===== config.mk =====
export PLATFORM = sky130hd
export DESIGN_NAME = tdpram_port_arbiter
export DESIGN_NICKNAME = d
export VERILOG_FILES = /design/src/rtl/tdpram_arb_pkg.sv /design/src/rtl/tdpram_rr_picker.sv /design/src/rtl/tdpram_port_arbiter.sv
export SDC_FILE = /design/constraint.sdc
export NUM_CORES = 1
export LEC_CHECK = 0
export CORE_MARGIN = 2
export CORE_UTILIZATION = 40
export CTS_CLUSTER_SIZE = 10
export DETAILED_ROUTE_END_ITERATION = 8
export GPL_TIMING_DRIVEN = 1
export PLACE_DENSITY = 0.79
export SLEW_MARGIN = 15
export SYNTH_ARGS = -nofsm -noshare
export SYNTH_HDL_FRONTEND = slang
export SYNTH_SLANG_ARGS = --single-unit

===== constraint.sdc =====
create_clock -name clk -period 8.5 [get_ports clk]
set_clock_uncertainty 0.1 [all_clocks]
set_input_delay 1.7 -clock clk [delete_from_list [all_inputs] [get_ports clk]]
set_output_delay 1.7 -clock clk [all_outputs]
set_load 0.005 [all_outputs]

===== src/rtl/tdpram_arb_pkg.sv =====
// -----------------------------------------------------------------------------
// tdpram_arb_pkg
// Shared definitions for the true-dual-port RAM arbiter:
//   - default sizing constants for the requester count and the RAM geometry
//   - rr_pick(): cyclic first-one search over a request vector, starting at a
//     given index. It returns a found flag and the winning index.
// Request vectors are zero-extended to MAX_REQ bits by the caller, so a single
// function serves every legal NUM_REQ (2..8).
// -----------------------------------------------------------------------------
package tdpram_arb_pkg;

   localparam int DEF_NUM_REQ   = 4;
   localparam int DEF_RAM_WIDTH = 16;
   localparam int DEF_RAM_DEPTH = 1024;

   localparam int MAX_REQ = 8;
   localparam int MAX_IW  = 3;

   typedef struct packed {
      logic              found;
      logic [MAX_IW-1:0] idx;
   } rr_pick_t;

   // Scan req cyclically from 'start' over the first n entries and return
   // the first set position. The loop bound is the fixed MAX_REQ; the
   // o < n guard trims the scan to the live requesters.
   function automatic rr_pick_t rr_pick(input logic [MAX_REQ-1:0] req,
                                        input logic [MAX_IW-1:0]  start,
                                        input int unsigned        n);
      rr_pick_t          r;
      logic [MAX_IW-1:0] c;
      r = '0;
      for (int unsigned o = 0; o < MAX_REQ; o++) begin
         c = MAX_IW'((32'(start) + o) % n);
         if ((o < n) && !r.found && req[c]) begin
            r.found = 1'b1;
            r.idx   = c;
         end
      end
      return r;
   endfunction

endpackage


===== src/rtl/tdpram_rr_picker.sv =====
// -----------------------------------------------------------------------------
// tdpram_rr_picker
// Combinational cyclic first-one finder. It is used twice by the arbiter:
// once for the port-A winner and once for the port-B winner.
// Ports:
//   req    in  N        request vector
//   start  in  IW       index the scan begins at (inclusive)
//   found  out 1        at least one request bit was set
//   idx    out IW       first requesting index at or after start, wrapping
// -----------------------------------------------------------------------------
module tdpram_rr_picker
   import tdpram_arb_pkg::*;
#(
   parameter  int N  = DEF_NUM_REQ,
   localparam int IW = $clog2(N)
) (
   input  logic [N-1:0]  req,
   input  logic [IW-1:0] start,
   output logic          found,
   output logic [IW-1:0] idx
);

   rr_pick_t pick;

   always_comb begin
      pick  = rr_pick(MAX_REQ'(req), MAX_IW'(start), N);
      found = pick.found;
      idx   = IW'(pick.idx);
   end

endmodule


===== src/rtl/tdpram_port_arbiter.sv =====
// -----------------------------------------------------------------------------
// tdpram_port_arbiter
// Shares one true dual-port block RAM between NUM_REQ requesters. Each cycle
// up to two requests are granted in round-robin order: the first winner drives
// RAM port A and the second drives port B. A same-address pair involving a
// write is split across cycles by dropping the B grant. Read results from the
// RAM's registered outputs are steered back to the requester that issued them.
// Ports:
//   clk, rst              clock, synchronous active-high reset
//   req/req_we            per-requester request and write(1)/read(0) select
//   req_addr/req_wdata    flattened per-requester address and write data
//   gnt                   combinational grant (one or two bits set)
//   rvalid/rdata          per-requester read return, rvalid lasts one cycle
//   ram_*_a / ram_*_b     RAM port A / port B enables, address, data
// -----------------------------------------------------------------------------
module tdpram_port_arbiter
   import tdpram_arb_pkg::*;
#(
   parameter  int NUM_REQ   = DEF_NUM_REQ,
   parameter  int RAM_WIDTH = DEF_RAM_WIDTH,
   parameter  int RAM_DEPTH = DEF_RAM_DEPTH,
   localparam int AW        = $clog2(RAM_DEPTH),
   localparam int IW        = $clog2(NUM_REQ)
) (
   input  logic                           clk,
   input  logic                           rst,
   input  logic [NUM_REQ-1:0]             req,
   input  logic [NUM_REQ-1:0]             req_we,
   input  logic [NUM_REQ*AW-1:0]          req_addr,
   input  logic [NUM_REQ*RAM_WIDTH-1:0]   req_wdata,
   output logic [NUM_REQ-1:0]             gnt,
   output logic [NUM_REQ-1:0]             rvalid,
   output logic [NUM_REQ*RAM_WIDTH-1:0]   rdata,
   output logic                           ram_we_a,
   output logic                           ram_re_a,
   output logic [AW-1:0]                  ram_addr_a,
   output logic [RAM_WIDTH-1:0]           ram_din_a,
   input  logic [RAM_WIDTH-1:0]           ram_dout_a,
   output logic                           ram_we_b,
   output logic                           ram_re_b,
   output logic [AW-1:0]                  ram_addr_b,
   output logic [RAM_WIDTH-1:0]           ram_din_b,
   input  logic [RAM_WIDTH-1:0]           ram_dout_b
);

   function automatic logic [IW-1:0] next_idx(input logic [IW-1:0] i);
      return (int'(i) == NUM_REQ - 1) ? '0 : i + 1'b1;
   endfunction

   logic [AW-1:0]        addr_arr  [NUM_REQ];
   logic [RAM_WIDTH-1:0] wdata_arr [NUM_REQ];

   for (genvar g = 0; g < NUM_REQ; g++) begin : g_unpack
      assign addr_arr[g]  = req_addr[g*AW +: AW];
      assign wdata_arr[g] = req_wdata[g*RAM_WIDTH +: RAM_WIDTH];
   end

   logic [IW-1:0]      rr_ptr;
   logic               a_found, b_found;
   logic [IW-1:0]      a_idx, b_idx, b_start;
   logic [NUM_REQ-1:0] req_b;
   logic               conflict, gnt_a, gnt_b;

   // ---- stage p0: arbitration and RAM port drive (combinational) ----
   tdpram_rr_picker #(.N(NUM_REQ)) u_pick_a (
      .req   (req),
      .start (rr_ptr),
      .found (a_found),
      .idx   (a_idx)
   );

   // B searches the remaining requesters starting just after A. A itself is
   // masked out, so the wrap-around scan naturally stops before reaching A.
   always_comb begin
      req_b        = req;
      req_b[a_idx] = 1'b0;
      b_start      = next_idx(a_idx);
   end

   tdpram_rr_picker #(.N(NUM_REQ)) u_pick_b (
      .req   (req_b),
      .start (b_start),
      .found (b_found),
      .idx   (b_idx)
   );

   // A deferred B is not replaced by a later requester. It simply waits,
   // and the pointer moves past A so B leads the scan next cycle.
   always_comb begin
      conflict = (addr_arr[a_idx] == addr_arr[b_idx]) &&
                 (req_we[a_idx] || req_we[b_idx]);
      gnt_a    = a_found && !rst;
      gnt_b    = b_found && !conflict && !rst;
   end

   always_comb begin
      gnt = '0;
      if (gnt_a) gnt[a_idx] = 1'b1;
      if (gnt_b) gnt[b_idx] = 1'b1;
   end

   always_comb begin
      ram_we_a   = gnt_a && req_we[a_idx];
      ram_re_a   = gnt_a && !req_we[a_idx];
      ram_addr_a = gnt_a ? addr_arr[a_idx]  : '0;
      ram_din_a  = gnt_a ? wdata_arr[a_idx] : '0;
      ram_we_b   = gnt_b && req_we[b_idx];
      ram_re_b   = gnt_b && !req_we[b_idx];
      ram_addr_b = gnt_b ? addr_arr[b_idx]  : '0;
      ram_din_b  = gnt_b ? wdata_arr[b_idx] : '0;
   end

   // ---- stage p1: per-port read tags, aligned with the RAM's registered dout ----
   logic          vld_a_p1, vld_b_p1;
   logic [IW-1:0] tag_a_p1, tag_b_p1;

   always_ff @(posedge clk) begin
      if (rst) begin
         rr_ptr   <= '0;
         vld_a_p1 <= 1'b0;
         vld_b_p1 <= 1'b0;
      end else begin
         if (gnt_b)      rr_ptr <= next_idx(b_idx);
         else if (gnt_a) rr_ptr <= next_idx(a_idx);
         vld_a_p1 <= ram_re_a;
         vld_b_p1 <= ram_re_b;
      end
      tag_a_p1 <= a_idx;
      tag_b_p1 <= b_idx;
   end

   logic [NUM_REQ-1:0]   sel_a, sel_b;
   logic [RAM_WIDTH-1:0] rdata_q [NUM_REQ];

   // A requester is never both A and B in one cycle, so at most one port
   // targets a given requester. Reset suppresses a read still in flight.
   always_comb begin
      sel_a = '0;
      sel_b = '0;
      for (int i = 0; i < NUM_REQ; i++) begin
         sel_a[i] = !rst && vld_a_p1 && (tag_a_p1 == IW'(i));
         sel_b[i] = !rst && vld_b_p1 && (tag_b_p1 == IW'(i));
      end
      rvalid = sel_a | sel_b;
   end

   // The RAM output register is the capture stage: during the valid cycle
   // rdata passes ram_dout straight through, and rdata_q keeps that value
   // until the requester's next read returns.
   always_ff @(posedge clk) begin
      if (rst) begin
         for (int i = 0; i < NUM_REQ; i++) rdata_q[i] <= '0;
      end else begin
         for (int i = 0; i < NUM_REQ; i++) begin
            if (sel_a[i])      rdata_q[i] <= ram_dout_a;
            else if (sel_b[i]) rdata_q[i] <= ram_dout_b;
         end
      end
   end

   always_comb begin
      rdata = '0;
      for (int i = 0; i < NUM_REQ; i++) begin
         if (sel_a[i])      rdata[i*RAM_WIDTH +: RAM_WIDTH] = ram_dout_a;
         else if (sel_b[i]) rdata[i*RAM_WIDTH +: RAM_WIDTH] = ram_dout_b;
         else               rdata[i*RAM_WIDTH +: RAM_WIDTH] = rdata_q[i];
      end
   end

endmodule


After elaboration in Yosys (flattened, before gate mapping) --
Memory sizes are Yosys's and may differ from the RTL's. Index checks and enable logic that the tools add are counted.
Storage, ports and cells: memory bits (writable) 64, memories 1, logic and storage cells 191, register bits 8
Memories:
- rdata_q | words 4, bits a word 16, read ports 4, clocked after memory_dff 0, write ports 4, RTL line tdpram_port_arbiter.sv:133 | logic [RAM_WIDTH-1:0] rdata_q [NUM_REQ];
Operators by class: mux-type cells 100, bitwise operators 14, equality and inequality tests 9, reductions and logical operators 40, $lt $le $gt $ge 14, add/sub/neg operators 8
Operators with widths (count):
- two-way mux 16 bit | 22
- binary-select mux 16 bit (select 2 bit) | 2
- two-way mux 10 bit | 6
- two-way mux 1 bit | 42
- binary-select mux 10 bit (select 2 bit) | 2
- two-way mux 4 bit | 10
- less-than comparator 2 x 4 -> 1 bit, second input constant | 8
- logical AND 1 bit | 26
- binary-select mux 1 bit (select 2 bit) | 10
- equality test 10 bit | 1
- zero test 1 bit | 10
- adder 2 x 1 -> 2 bit, second input constant | 4
- adder 2 bit, second input constant | 4
- equality test 2 x 1 -> 1 bit, second input constant | 4
- equality test 2 bit, second input constant | 4
- two-way mux 2 bit | 4
- bitwise OR 1 bit | 8
- bitwise OR 4 bit | 2
- >= comparator 3 bit, second input constant | 2
- less-than comparator 2 x 3 -> 1 bit, second input constant | 2
- inverter 2 -> 3 bit | 2
- AND 4 bit | 1
- demux 1 bit (select 2 bit) | 2
- >= comparator 2 x 1 -> 1 bit, second input constant | 2
- other kinds (4) | 5

Longest topological paths before layout --
word-level depth 40, depth in mapped cells 26, gate-level depth less buffers 17

Modules after synthesis --
Synthesis repeated with hierarchy kept, for this count alone.
Second synthesis, totals: cells, all modules 455, area, all modules 5607.9 sq um
Modules (own cells, without submodules):
- tdpram_port_arbiter | cells each 425, area an instance 5452.7 sq um, instances 1
- tdpram_rr_picker | cells each 15, area an instance 77.6 sq um, instances 2

Worst setup path before layout --
Ideal clock, no wire load.
path kind input-to-output, start point input port req[0], end point output port ram_addr_b[2], setup slack 85 ps, arrival 6615 ps, stages on the path 25, path through buf_2 -> nor2b_1 -> o21ai_0 -> nand2_1 -> inv_1 -> buf_2 -> clkbuf_1 -> clkbuf_1 -> clkbuf_1 -> ha_1 -> clkbuf_1 -> a31oi_1 -> o21ai_0 -> and2_1 -> o21ai_2 -> a21o_1 -> buf_4 -> buf_2 -> mux2i_1 -> xor2_1 -> o221a_2 -> a211oi_2 -> nor2_1 -> clkbuf_1 -> and2_1
On the way: cells in the longest elaborated chain, start to end 40, elaborated cells on any way between the ends 68, those cells by class add/sub: 4; order compare: 2; eq/ne: 2; mux: 38; bitwise: 4; reduce/logical: 18
Ends and longest elaborated chain:
- start: declaration | RTL line tdpram_port_arbiter.sv:27 | input logic [NUM_REQ-1:0] req,
- binary-select mux 1 bit (select 2 bit) | RTL line tdpram_arb_pkg.sv:35 | if ((o < n) && !r.found && req[c]) begin
- two-way mux 1 bit (implied by the code) | RTL line tdpram_arb_pkg.sv:35
- two-way mux 4 bit | RTL line tdpram_arb_pkg.sv:35
- zero test 1 bit | RTL line tdpram_arb_pkg.sv:35
- logical AND 1 bit | RTL line tdpram_arb_pkg.sv:35
- two-way mux 4 bit | RTL line tdpram_arb_pkg.sv:35
- zero test 1 bit | RTL line tdpram_arb_pkg.sv:35
- logical AND 1 bit | RTL line tdpram_arb_pkg.sv:35
- [22 not listed]
- inverter 2 -> 3 bit (implied by the code) | RTL line tdpram_port_arbiter.sv:90, tdpram_port_arbiter.sv:109
- binary-select mux 10 bit (select 2 bit) | RTL line tdpram_port_arbiter.sv:90, tdpram_port_arbiter.sv:109
- two-way mux 10 bit (implied by the code) (2 in series) | RTL line tdpram_port_arbiter.sv:90, tdpram_port_arbiter.sv:109
- equality test 10 bit | RTL line tdpram_port_arbiter.sv:90 | conflict = (addr_arr[a_idx] == addr_arr[b_idx]) &&
- logical AND 1 bit | RTL line tdpram_port_arbiter.sv:90
- zero test 1 bit | RTL line tdpram_port_arbiter.sv:93 | gnt_b = b_found && !conflict && !rst;
- logical AND 1 bit (2 in series) | RTL line tdpram_port_arbiter.sv:93
- two-way mux 10 bit (*) | RTL line tdpram_port_arbiter.sv:109 | ram_addr_b = gnt_b ? addr_arr[b_idx] : '0;
- end: declaration | RTL line tdpram_port_arbiter.sv:41 | output logic [AW-1:0] ram_addr_b,
Mark *: on every way between the ends. The rest lies on a longest branch, timed or not. The select of a mux whose other input is x is not followed.

Final worst setup path --
start point input port req[1], end point output port ram_addr_b[5]
Same word-level chain as after synthesis.

==> results.ini <==
[logic_synthesis]
synth-seq-area-share_pct = 31.4
synth_fp_nets = 910
synth-seq-cells = 72
yosysWarnings = 0
syn_area_sq_um = 6620
syn_avg_cell_area_sq_um = 8.73
ys_types = 65
synth-main-ff-cell = edfxtp_1
async_flop_share_pct = 0
synth-edff-count = 64
synthCells = 759

[layout]
antenna_cells = 0
drive_gt1_share_pct = 11.7
syn2layout_area_growth_pct = 53.1
fin_nets = 1184
final_cell_mix = clkdlybuf4s50_1 (273), nand2_1 (125), a22o_1 (67)
stdcell_area_sq_um = 10100
final_common_cell = clkdlybuf4s50_1
nFillCells = 1395

[pwr]
internal_power_uw = 1810
clkPwrFrac_pct = 11.4
power_frac_comb_pct = 72.1
power.density_nw_per_um2 = 298
switching_share_pct = 40.0
seq_power_share_pct = 16.6
peakVddDrop_mv = 0.168
switching_power_uw = 1210
p_leak_uw = 0.00431
finalPower_uw = 3020

[placement]
dp_slack_ns = -0.185
dpl.hpwl_microns = 19400
port_buffers = 273
dpl_cell_area_sq_um = 9780
gp_congestion = 0.936

[worst_setup_path]
cpMostUsedCell = clkdlybuf4s50_1
crit_path_max_incr_delay_ns = 0.60
end_kind = output port
r2r_slack_ns = 3.66
crit_start = req[1]
r2r_cells = 18
crit_path_end = ram_addr_b[5]
r2r-start = rr_ptr[1]$_SDFFE_PP0P_
critPathKind = in2out
path_cells = clkdlybuf4s50_1 > nor2_1 > or4_1 > nand2_4 > inv_2 > ha_4 > o21ai_0 > a31oi_1 > o211ai_1 > a21oi_1 > a21o_2 > buf_4 > mux4_2 > xor2_1 > nand4_1 > a211oi_4 > buf_6 > a2111oi_2 > clkdlybuf4s50_1
crit_required_ns = 6.70
cp_slowest_cell = clkdlybuf4s50_1
worstSetupStartpointType = primary input
reg2reg_to = rr_ptr[1]$_SDFFE_PP0P_
arrival_ns = 6.47
critical_path.max_fanout = 11

[timing]
setup_tns_ns = 0
setup_viol = 0
layout_setup_ws_ns = 0.229
worst_pin_slew_ns = 1.21
drv_slew = 0
fmax_mhz = 121
fin_crit_sh_pct = 97.3
min_period_ns = 8.27
finalHoldViolations = 0
max-slew-margin-rel_pct = 19.0

[clock_network]
cts_sinks = 72
insertion_delay_ns = 0.32
cts_root_buffer = clkbuf_16
clkTransAtPathRegs_ns = 0.05
clock_tree.buffer_depth = 2
cts_inserted_buffers = 9
htreeDepth = 3
cts_hold_buf = 0
cts_tree = done

[drt]
wl_met2_microns = 12500
viasPerCell = 5.97
drc = 0
wl_met3_microns = 2660
drt_iter0_drc = 655
dr_total_vias = 7512
dr.pass1.iters = 7
wl_per_cell_microns = 20.9
highest_layer = met4
antenna_left = 0
wl_microns = 26300
wl_met1_microns = 10300

[floorplan]
die_y_microns = 133
die-area_sq_um = 17600
placementRows = 47
core_sq_um = 16400
io_pins = 274
die_w_microns = 133
initial_utilization_pct = 40.4

[flow_run]
maxCapViolCount = 0

[global_route]
grt_antenna_before_repair = 0
grt_pass1_vias = 7368
grt_max_degree = 68
grt.total_usage_pct = 28.8
grt_pass1_wl_microns = 40700
grt-ovfl-total = 0

[outcome]
outcome = completed

[min_path]
hold_path.class = reg2reg

[cell usage after synthesis (8+ instances only)]
library cell	n	share of area (%)
edfxtp_1	64	29
mux2i_1	17	2.6
mux4_2	21	7.1
a21o_1	65	7.4
dfxtp_1	8	2.4
buf_1	8	0.45
and2_1	29	2.7
mux2_2	10	1.7
clkbuf_1	42	2.4
a211oi_1	9	1.0
inv_1	17	0.96
a22o_1	67	8.9
nand2_1	126	7.1
and3_1	22	2.1
xor2_1	15	2.0
o21ai_0	16	1.2
nor2_1	31	1.8
a21oi_1	21	1.6
nand3_1	54	4.1
nor2b_1	12	1.1
[final cells by class]
class | count | area (sq um) | share of cell area, %
Clock buffer | 9 | 225 | 2.22
Clock inverter | 7 | 47.5 | 0.469
Inverter | 19 | 71.3 | 0.703
Multi-Input combinational cell | 609 | 4310 | 42.5
Sequential cell | 72 | 2080 | 20.5
Tap cell | 220 | 275 | 2.71
Timing Repair Buffer | 322 | 3130 | 30.9
[worst max-delay path: cells and delay by family]
kind / cells / cell delay [ns]
compound gates: 7 / 1.43
xor+xnor: 1 / 0.16
fa+ha+maj: 1 / 0.32
buf+inv: 5 / 1.46
mux: 1 / 0.51
simple gates: 4 / 0.88
[power by group through the flow]
stage                     sequential [uW]  clock (uW)  combinational (uW)
after global placement                503           0                2070
final                                 500         343                2180
after floorplan                       487           0                1180
after CTS                             500         346                2100
after detailed placement              507           0                2070
after global routing                  509         360                2320
[registers in the layout, indices dropped and copies added (netlist names)]
register	cells
tag_b_p1	2
rdata_q	64
rr_ptr	2
vld_b_p1	1
tag_a_p1	2
vld_a_p1	1
[repair_timing]
item	in CTS	in global routing
endpoints found under the setup margin	23	32
hold endpoints to repair	0	0
resized for setup	6	9
buffers inserted	0	4
pin swaps	0	1
[how the worst min path moves through the flow]
| stage | startpoint | endpoint | slack, ns | cells past startpoint |
|---|---|---|---|---|
| floorplan | rr_ptr[0]$_SDFFE_PP0P_ | rr_ptr[0]$_SDFFE_PP0P_ | 0.51 | 3 |
| global placement | rr_ptr[0]$_SDFFE_PP0P_ | rr_ptr[0]$_SDFFE_PP0P_ | 0.54 | 2 |
| detailed placement | rr_ptr[0]$_SDFFE_PP0P_ | rr_ptr[0]$_SDFFE_PP0P_ | 0.55 | 2 |
| CTS | rr_ptr[0]$_SDFFE_PP0P_ | rr_ptr[0]$_SDFFE_PP0P_ | 0.56 | 2 |
| global route | rr_ptr[0]$_SDFFE_PP0P_ | rr_ptr[0]$_SDFFE_PP0P_ | 0.59 | 2 |
| finish | rr_ptr[0]$_SDFFE_PP0P_ | rr_ptr[0]$_SDFFE_PP0P_ | 0.55 | 2 |
[cells by family (layout without fill, tap and decap cells)]
group / after synthesis / count (layout) / synth area share, %
buffers and inverters: 78 / 357 / 4.67
DFF: 72 / 72 / 31.4
muxes: 48 / 48 / 11.4
adders and majority gates: 5 / 5 / 0.945
AOI/OAI and AO/OA: 231 / 231 / 26.7
xor gates and xnor gates: 22 / 22 / 2.91
and+or+nand+nor: 303 / 303 / 22.0
[layer usage]
metal	vias to the layer above	global-route usage, %
li1	3420	-
met1	3551	36.6
met2	479	48.6
met3	62	6.67
met4	0	9.08
met5	-	0
[metrics by stage]
stage / cells / util (%) / hold slack [ns]
after floorplan: 759 / - / 0.506
after global routing: 1258 / 61.8 / 0.587
after global placement: 1238 / 59.6 / 0.540
after CTS: 1254 / 61.3 / 0.562
final: 1258 / 61.8 / 0.555
after detailed placement: 1238 / 59.6 / 0.555
(Power assumes the default switching activity.)
